--- src/rtl/fitness_arbiter.sv ---
// Round-robin arbiter sharing one fitness evaluator between several requesters.
// Queues start pulses, issues one evaluation at a time, and returns finish/error to the winner.
module fitness_arbiter #(
  parameter int unsigned NumRequesters   = 4,
  parameter int unsigned IndividualWidth = 64,
  parameter int unsigned ErrorWidth      = 5,
  parameter int unsigned TimeoutCycles   = 1024,
  parameter int unsigned IdWidth         = $clog2(NumRequesters)
) (
  input  logic                                       clk,
  input  logic                                       rst,
  input  logic [NumRequesters-1:0]                   reqStart,
  input  logic [NumRequesters*IndividualWidth-1:0]   reqIndividual,
  output logic [NumRequesters-1:0]                   reqFinish,
  output logic [ErrorWidth-1:0]                      reqError,
  output logic [IndividualWidth-1:0]                 fitIndividual,
  output logic                                       fitStart,
  input  logic                                       fitFinish,
  input  logic [ErrorWidth-1:0]                      fitError,
  output logic [IdWidth-1:0]                         grantId,
  output logic                                       busy,
  output logic                                       timeout
);

  // Counter only needs to reach TimeoutCycles-2; the abort fires on the following WAIT edge.
  localparam int unsigned CntWidth = (TimeoutCycles > 2) ? $clog2(TimeoutCycles - 1) : 1;

  typedef enum logic [1:0] {
    S_IDLE  = 2'd0,
    S_ISSUE = 2'd1,
    S_WAIT  = 2'd2,
    S_DONE  = 2'd3
  } state_t;

  state_t                       r_state;
  state_t                       w_state_nxt;
  logic [NumRequesters-1:0]     r_pending;
  logic [NumRequesters-1:0]     w_pend_eff;
  logic [NumRequesters-1:0]     w_clear;
  logic [IdWidth-1:0]           r_rr_ptr;
  logic [IdWidth-1:0]           r_grant_id;
  logic [IdWidth-1:0]           w_winner;
  logic [IdWidth-1:0]           w_scan_idx;
  logic                         w_found;
  logic [CntWidth-1:0]          r_cnt;
  logic [CntWidth-1:0]          w_cnt_nxt;
  logic                         w_timeout_c;
  logic [IndividualWidth-1:0]   r_fit_ind;
  logic                         r_fit_start;
  logic [NumRequesters-1:0]     r_req_finish;
  logic [ErrorWidth-1:0]        r_req_error;
  logic                         r_busy;
  logic                         r_timeout;
  logic [IndividualWidth-1:0]   w_slices [NumRequesters];

  for (genvar gi = 0; gi < NumRequesters; gi++) begin : g_slice
    assign w_slices[gi] = reqIndividual[gi*IndividualWidth +: IndividualWidth];
  end

  // A same-cycle pulse is visible to arbitration so an idle arbiter grants on the next edge.
  assign w_pend_eff = r_pending | reqStart;

  always_comb begin
    w_found    = 1'b0;
    w_winner   = '0;
    w_scan_idx = '0;
    for (int unsigned k = 0; k < NumRequesters; k++) begin
      w_scan_idx = IdWidth'((32'(r_rr_ptr) + k) % NumRequesters);
      if (!w_found && w_pend_eff[w_scan_idx]) begin
        w_found  = 1'b1;
        w_winner = w_scan_idx;
      end
    end
  end

  always_comb begin
    w_clear = '0;
    if (r_state == S_DONE) begin
      w_clear[r_grant_id] = 1'b1;
    end
  end

  always_comb begin
    w_state_nxt = r_state;
    w_cnt_nxt   = r_cnt;
    w_timeout_c = 1'b0;
    case (r_state)
      S_IDLE: begin
        if (w_found) begin
          w_state_nxt = S_ISSUE;
        end
      end
      S_ISSUE: begin
        w_cnt_nxt   = '0;
        w_state_nxt = S_WAIT;
      end
      S_WAIT: begin
        if (fitFinish) begin
          w_state_nxt = S_DONE;
        end else if (r_cnt == CntWidth'(TimeoutCycles - 2)) begin
          w_timeout_c = 1'b1;
          w_state_nxt = S_DONE;
        end else begin
          w_cnt_nxt = r_cnt + CntWidth'(1);
        end
      end
      S_DONE: begin
        w_state_nxt = S_IDLE;
      end
      default: begin
        w_state_nxt = S_IDLE;
      end
    endcase
  end

  always_ff @(posedge clk or posedge rst) begin
    if (rst) begin
      r_state      <= S_IDLE;
      r_cnt        <= '0;
      r_pending    <= '0;
      r_rr_ptr     <= '0;
      r_grant_id   <= '0;
      r_fit_ind    <= '0;
      r_fit_start  <= 1'b0;
      r_req_finish <= '0;
      r_req_error  <= '0;
      r_busy       <= 1'b0;
      r_timeout    <= 1'b0;
    end else begin
      r_state     <= w_state_nxt;
      r_cnt       <= w_cnt_nxt;
      r_fit_start <= (w_state_nxt == S_ISSUE);
      r_busy      <= (w_state_nxt != S_IDLE);
      r_timeout   <= w_timeout_c;
      // Set beats clear so a re-pulse during DONE queues a fresh evaluation.
      r_pending   <= (r_pending & ~w_clear) | reqStart;

      r_req_finish <= '0;
      if (w_state_nxt == S_DONE) begin
        r_req_finish[r_grant_id] <= 1'b1;
      end

      if (r_state == S_IDLE && w_found) begin
        r_grant_id <= w_winner;
        r_fit_ind  <= w_slices[w_winner];
      end

      if (r_state == S_WAIT) begin
        if (fitFinish) begin
          r_req_error <= fitError;
        end else if (w_timeout_c) begin
          r_req_error <= '1;
        end
      end

      if (r_state == S_DONE) begin
        r_rr_ptr <= (r_grant_id == IdWidth'(NumRequesters - 1)) ? '0 : r_grant_id + IdWidth'(1);
      end
    end
  end

  assign reqFinish     = r_req_finish;
  assign reqError      = r_req_error;
  assign fitIndividual = r_fit_ind;
  assign fitStart      = r_fit_start;
  assign grantId       = r_grant_id;
  assign busy          = r_busy;
  assign timeout       = r_timeout;

endmodule

--- config.mk ---
export PLATFORM = sky130hd
export DESIGN_NAME = fitness_arbiter
export DESIGN_NICKNAME = d
export VERILOG_FILES = /design/src/rtl/fitness_arbiter.sv
export SDC_FILE = /design/constraint.sdc
export NUM_CORES = 1
export LEC_CHECK = 0
export ABC_CLOCK_PERIOD_IN_PS = 4050
export CAP_MARGIN = 20
export CORE_AREA = 2 2 136 138
export DETAILED_ROUTE_END_ITERATION = 7
export DIE_AREA = 0 0 138 140
export PLACE_DENSITY = 0.72
export SLEW_MARGIN = 20
export SYNTH_ARGS = -nofsm -noshare
export SYNTH_HDL_FRONTEND = slang
export SYNTH_SLANG_ARGS = --single-unit
--- constraint.sdc ---
create_clock -name clk -period 4.05 [get_ports clk]
set_input_delay 0.6075 -clock clk [delete_from_list [all_inputs] [get_ports clk]]
set_output_delay 0.6075 -clock clk [all_outputs]
set_load 0.01 [all_outputs]
Word level (Yosys, flattened, before mapping)
Index checks and enable logic that the tools add are counted.
Widths: inputs -> output; s select.

operators by class
  reduce and logical (&&, ||, !) cells = 14
  multiplexer cells = 36
  $lt $le $gt $ge = 7
  $add $sub $neg = 5
  equality and inequality tests = 9
  bitwise gates (word level) = 5

operators with widths
  kind                   number
  $bmux 64 s2            1
  $mux 64                2
  $mux 10                2
  $pmux 10 s2            1
  $mux 2                 8
  $lt 2x3->1 const B     5
  $mux 1                 12
  $add 10x1->10 const B  1
  $eq 10x10->1 const B   1
  $mux 5                 2
  $bmux 1 s2             4
  $eq 2x2->1 const B     4
  $mux 4                 2
  $or 4x4->4             2
  $pmux 2 s4             1
  $reduce_bool 2->1      3
  $logic_and 1x1->1      5
  $add 2x1->2 const B    2
  $add 2x2->2 const B    2
  $and 4x4->4            1
  $eq 2x1->1 const B     2
  $ne 2x2->1 const B     2
  $not 4->4              1
  $ge 3x3->1 const B     1
  7 further kinds        9

storage, ports and cells
  flip-flop bits (word level) = 96
  output and inout bits = 78
  word-level logic and storage cells = 87
  input port bits = 268

Logic depth before layout (Yosys ltp)
Gate-level depths: netlist (run 1).

  depth after elaboration = 17
  gate-level depth with buffers = 8
  gate-level depth less buffers = 7

Worst setup path before layout (run 1)
No wires, ideal clock.

  path kind = input to register
  start point = in reqStart[1]
  end point = reg r_fit_ind[27], in the netlist fitIndividual[27]
  arrival time = 2065 ps
  buffers on the path = 3
  setup time = 94 ps
  required time = 3956 ps
  cell stages on the path = 8
  path slack = 1891 ps
  path through = or2_4 -> o311ai_4 -> nand2_2 -> buf_4 -> buf_4 -> buf_2 -> mux2i_1 -> a211oi_1

on the way
  longest elaborated chain between the ends = 17
  elaborated cells on any way between the ends = 28
  those cells by class = 19 x mux; 2 x bitwise; 7 x reduce/logical

RTL lines
  what                                        RTL line  RTL
  start: declaration                          12        input logic [NumRequesters-1:0] reqStart,
  $or 4x4->4 (*)                              61        assign w_pend_eff = r_pending | reqStart;
  $bmux 1 s2                                  69        if (!w_found && w_pend_eff[w_scan_idx]) begin
  $mux 1 (not written as such)                69
  $mux 1                                      69
  $logic_not 1->1                             69
  $logic_and 1x1->1                           69
  $mux 1                                      69
  $logic_not 1->1                             69
  $logic_and 1x1->1                           69
  $mux 1                                      69
  $logic_not 1->1                             69
  $logic_and 1x1->1                           69
  $mux 2                                      69
  $not 2->3 (not written as such)             145       r_fit_ind <= w_slices[w_winner];
  $bmux 64 s2                                 145
  $mux 64 (not written as such) (2 in a row)  145
  end signal: assignment                      145
  end: declaration                            48        logic [IndividualWidth-1:0] r_fit_ind;

Mark *: on every way between the ends. The rest lies on a longest branch, timed or not. The select of a mux whose other input is x is not followed.
A chain may end at the register's enable or synchronous reset.

Final worst setup path (run 1)
  start point = in reqStart[1]
  end point = reg r_fit_ind[57], in the netlist fitIndividual[57]

Same word-level chain as after synthesis.

==> results of run 1 <==
## flip-flops by register name, summed over array words and instances, names as in the netlist
signal	flops
fitIndividual	64
r_cnt	10
reqError	5
r_pending	4
reqFinish	4
grantId	2
r_rr_ptr	2
r_state	2
busy	1
fitStart	1
timeout	1
## worst register-to-register path, delay by kind of cell (launching register included)
kind	cells	cell delay, ps
AO/OA/AOI/OAI	3	1020
AND/OR/NAND/NOR	2	640
flip-flops	1	410
buffers and inverters	1	390
## metrics by stage
step	area, um^2	instances
4_1_cts	9750	1128
2_1_floorplan	5800	583
5_1_grt	9750	1128
6_report	9760	1129
3_3_place_gp	9420	1112
3_5_place_dp	9420	1112
## power by group through the flow
stage,Combinational (mW),Sequential [mW],Clock [mW]
after detailed placement,3.78,1.66,0
after global routing,4.05,1.70,1.04
after floorplan,2.00,1.78,0
after global placement,3.73,1.64,0
after CTS,3.78,1.64,1.00
final,3.74,1.64,0.979
## area by class of cell
class | instances | share of cell area, %
inverters | 8 | 0.333
clock buffers | 9 | 2.31
multi-input cells | 420 | 31.8
repair buffers | 359 | 36.9
clock inverters | 7 | 1.09
well taps | 229 | 2.94
diodes | 1 | 0.0257
flip-flops and latches | 96 | 24.6
## routing by layer
metal	wire length (um)	vias to the layer above
met5	0	-
met4	369	0
li1	-	2870
met2	11300	240
met3	1410	25
met1	9500	2904
## kinds of logic (layout without fill, tap and decap cells)
| family | after synthesis | count (layout) | synth area share (%) |
|---|---|---|---|
| xor gates and xnor gates | 1 | 1 | 0.151 |
| adders and majority gates | 6 | 6 | 1.29 |
| AOI/OAI and AO/OA | 167 | 167 | 24.6 |
| and+or+nand+nor | 181 | 181 | 15.9 |
| other | 0 | 1 | 0 |
| DFF | 96 | 96 | 41.4 |
| muxes | 65 | 65 | 11.2 |
| buffers and inverters | 67 | 383 | 5.39 |
## synthesized netlist by cell type, types with 3 or more instances
cell type,number,area [um^2]
dfrtp_1,96,2400
nor2_1,75,282
and3_1,64,400
mux2i_1,64,641
a2111oi_0,56,490
a211oi_1,56,420
buf_2,25,125
clkbuf_1,23,86.3
nand3_1,9,45.0
a2111oi_2,8,120
a211oi_2,8,100
nand2_1,8,30.0
and2_1,7,43.8
inv_1,7,26.3
a21o_1,6,45.0
buf_1,6,22.5
ha_1,6,75.1
o21ai_0,6,30.0
o31ai_1,6,45.0
o21ai_1,5,25.0
o22a_1,5,43.8
buf_6,3,33.8
nand4_1,3,18.8
o211ai_1,3,22.5
## path summary, 6_finish.rpt
path	start	endpoint	slack, ps	cells past startpoint
worst max register to register	r_pending[1]	fitIndividual[57]	1450	6
max in group asynchronous	rst	fitIndividual[1]	2470	3
worst min-delay path	r_cnt[7]	r_cnt[7]	500	1
worst max-delay path	reqStart[1]	fitIndividual[57]	1140	7
worst min register to register	r_cnt[7]	r_cnt[7]	500	1
min in group asynchronous	rst	fitIndividual[25]	740	2
==> reports/results.tsv, run 1 <==
metric	value	unit
cts_root_buf	clkbuf_16	
netlist_area	5800	um^2
power.leakage	3.96	nW
hold_class	reg2reg	
seqCellArea	2400	um^2
ys_types	48	
grt_overflow	0	
hold_violations	0	
tritoncts	built	
antenna_left	0	
power_frac_seq	25.8	%
ir_drop	0.536	mV
use_met2	39.2	%
ys_ff_latch	96	
grt_setup_unrepaired	false	
hold_ws	496	ps
clock_latency	350	ps
critical_path_arrival	3130	ps
placementRows	49	
dp_hpwl	16200	um
tns	0	ps
slowest_stage	a2111oi_0	
path_delay_family	compound AO/OA/AOI/OAI gates	
final.min_clock_period	2910	ps
drt_iter0_markers	346	
outcome	completed	
clockPowerShare	15.4	%
gp_congestion	0.810	
crit_buf_inv	2	
fmax	0.343	GHz
drive_gt1_share	6.67	%
h-tree-depth	3	
antenna_found_initial	0	
critPathMaxStageDelay	510	ps
final_cell_mix	clkdlybuf4s50_1, dfrtp_1, nor2_1, mux2i_1, and3_1	
p_switching	2.66	mW
syn_to_final_growth	68.1	%
p_total	6.36	mW
wl	22600	um
setup.worst_path.end_class	register	
p_int	3.70	mW
io_buffer_count	345	
grt_usage	22.8	%
post_cts_buffers	0	
swShare	41.8	%
ys_warn_count	0	
grt_pass1_vias	6076	
fin_crit_sh	72.0	%
met3_usage	4.58	%
post_cts_resized	0	
synth-seq-area-share	41.4	%
postCtsHoldBufs	0	
combPwrFrac	58.8	%
drc_errors	0	
path_class	in2reg	
drv_slew	0	
grt-busiest-layer	met2	
use_met1	29.3	%
powerDensity	652	nW/um^2
wl_per_cell	20.0	um
cts_buffers	9	
clock_sinks	96	
nFillCells	1631	
cts.path.max_buffers	2	
fin_util	54.9	%
final_common_cell	clkdlybuf4s50_1	
drt-pass1-iter-count	6	
route.vias.total	6039	
fin_nets	1168	
start_util	32.6	%
finalSetupViolations	0	
fin_ws	1140	ps
ios	346	
syn_area_per_cell	9.95	um^2
multiInputGateArea	3100	um^2
cp_max_fo	59	
max_slew.worst_pin.slew	959	ps
synth_edf_count	0	
critPathLaunchType	primary input	
path_clk_slew	80	ps
fp.dieW	138	um
syn_nets	857	
skew	10.1	ps
crit_chain	clkdlybuf4s50_1 > or2_4 > o311ai_4 > nand2_8 > buf_12 > a2111oi_0 > a211oi_1	
slew-limit-headroom	35.7	%
grt_max_degree	66	
preCtsSetupSlack	799	ps
fp.coreArea	17800	um^2
netlist_instances	583	
cap_violations	0	
die_h	140	um
async_reset_ff_share	100	%
grt_first_pass_wirelength	35000	um
yosys_most_used_dff	dfrtp_1	
via_per_inst	5.35	
die_area	19300	um^2
required	4260	ps
No activity file was read; power rests on OpenSTA's default activity.
==> run 2: changes to the inputs <==
- ABC_CLOCK_PERIOD_IN_PS: 4050 -> 3000
- clock period: 4.05 -> 3 ns (I/O delays scaled with it)
==> reports/results.tsv, run 2 (synthesis results as in run 1) <==
metric	value	unit	change
critPathLaunchType	primary input		
tritoncts	built		
grt_usage	22.7	%	-0.065 points
postCtsHoldBufs	0		unchanged
hold_class	reg2reg		
fin_ws	445	ps	-690 ps
fmax	0.391	GHz	
fp.coreArea	17800	um^2	unchanged
final_cells	1133		+0.35%
cts_buffers	9		unchanged
cap_violations	0		unchanged
dp_cells	1117		+0.45%
min_to	r_cnt[8]		
grt_max_degree	66		unchanged
outcome	completed		
die_area	19300	um^2	unchanged
drv_slew	0		unchanged
hold_start	r_cnt[8]		
cts_root_buf	clkbuf_16		
critical_path_arrival	2770	ps	-360 ps
hold_violations	0		unchanged
power.leakage	3.99	nW	+0.84%
clock_sinks	96		unchanged
largest_reg_flops	64		unchanged
grt-busiest-layer	met2		
die_h	140	um	unchanged
worst-r2r-setup-slack	590	ps	-860 ps
slew-limit-headroom	33.9	%	-1.8 points
drive_gt1_share	7.19	%	+0.52 points
max_slew.worst_pin.slew	986	ps	+27.2 ps
h-tree-depth	3		unchanged
dp_hpwl	16600	um	+2.8%
gp_congestion	0.819		+1.2%
cts.path.max_buffers	2		unchanged
preCtsSetupSlack	81.9	ps	-718 ps
post_cts_resized	0		unchanged
cp_max_fo	27		-54%
antenna_found_initial	2		+2
grt_setup_unrepaired	false		
powerDensity	877	nW/um^2	+35%
drt-pass1-iter-count	4		-2
multiInputGateArea	3100	um^2	unchanged
fin_crit_sh	85.2	%	
grt_first_pass_wirelength	34900	um	-0.20%
path_clk_slew	80	ps	about the same
antenna_left	0		unchanged
tns	0	ps	unchanged
start_util	32.6	%	unchanged
drt_iter0_markers	310		-10%
seqCellArea	2400	um^2	unchanged
path_class	in2reg		
final.min_clock_period	2550	ps	
wl	22600	um	+0.15%
via_per_inst	5.32		-0.60%
ir_drop	0.474	mV	-12%
post_cts_buffers	0		unchanged
clock_latency	350	ps	about the same
rr_startpoint	r_pending[1]		
ios	346		unchanged
holdPathStages	1		unchanged
required	3210	ps	-1050 ps
reg2reg_depth	6		unchanged
antenna_cells	0		-1
placementRows	49		unchanged
syn_to_final_growth	69.3	%	
skew	11.3	ps	+1.24 ps
met3_usage	6.32	%	+1.7 points
finalSetupViolations	0		unchanged
fin_nets	1173		+0.43%
nFillCells	1644		+0.80%
use_met2	38.5	%	-0.73 points
wl_per_cell	20.0	um	-0.20%
route.vias.total	6024		-0.25%
setup.worst_path.end_class	register		
use_met1	28.1	%	-1.3 points
grt_pass1_vias	6041		-0.58%
final_common_cell	clkdlybuf4s50_1		
grt_overflow	0		unchanged
fp.dieW	138	um	unchanged
io_buffer_count	345		unchanged
final_cell_mix	clkdlybuf4s50_1, dfrtp_1, nor2_1, mux2i_1, and3_1		
drc_errors	0		unchanged
rr_endpoint	fitIndividual[60]		
[run 2: cell count changes in the layout (fill, tap and decap cells not counted), sizes merged]
cell	before	now
clkinv	0	2
buf	14	19
inv	13	11
diode	1	0
bufinv	2	1
clkinvlp	0	1
[run 2: layout make-up]
cell class	count	share of cell area, %
clock inverter	7	0.892
sequential	96	24.5
clock buffer	9	2.29
inverter	8	0.331
multi-input combinational	420	31.6
tap	229	2.92
timing repair buffer	364	37.5
[run 2: worst max-delay path by stage]
stage,from,to,slack (ps),depth (start not counted)
detailed placement,reqStart[1],fitIndividual[60],80,7
floorplan,rst,busy,40,1
global route,reqStart[0],fitIndividual[12],330,7
global placement,reqStart[1],fitIndividual[60],140,7
finish,reqStart[1],fitIndividual[60],450,7
CTS,reqStart[1],fitIndividual[60],460,7
[run 2: worst max-delay path: stages]
cell,delay (ps)
clkdlybuf4s50_1,440
or2_4,270
o311ai_4,440
nand2_8,240
buf_4,270
a2111oi_0,550
a211oi_1,100
[run 2: power breakdown]
part           switching [mW]  internal [mW]
combinational            2.70           2.48
clock                   0.564          0.665
sequential              0.348           1.87
total                    3.61           5.01
[run 2: metal layers]
layer / up-vias / share of wire [%]
met1: 2847 / 41
li1: 2874 / -
met3: 45 / 7.1
met2: 254 / 49
met5: - / 0.12
met4: 4 / 2.8
[run 2: per-stage QoR]
| step | power, mW | utilization (%) | instance area (um^2) | hold slack (ps) |
|---|---|---|---|---|
| after floorplan | 5.11 | - | 5800 | 448 |
| after global placement | 7.37 | 53.5 | 9510 | 470 |
| after detailed placement | 7.44 | 53.5 | 9510 | 473 |
| after CTS | 8.69 | 55.2 | 9820 | 488 |
| after global routing | 9.19 | 55.2 | 9820 | 517 |
| final | 8.62 | 55.2 | 9820 | 488 |
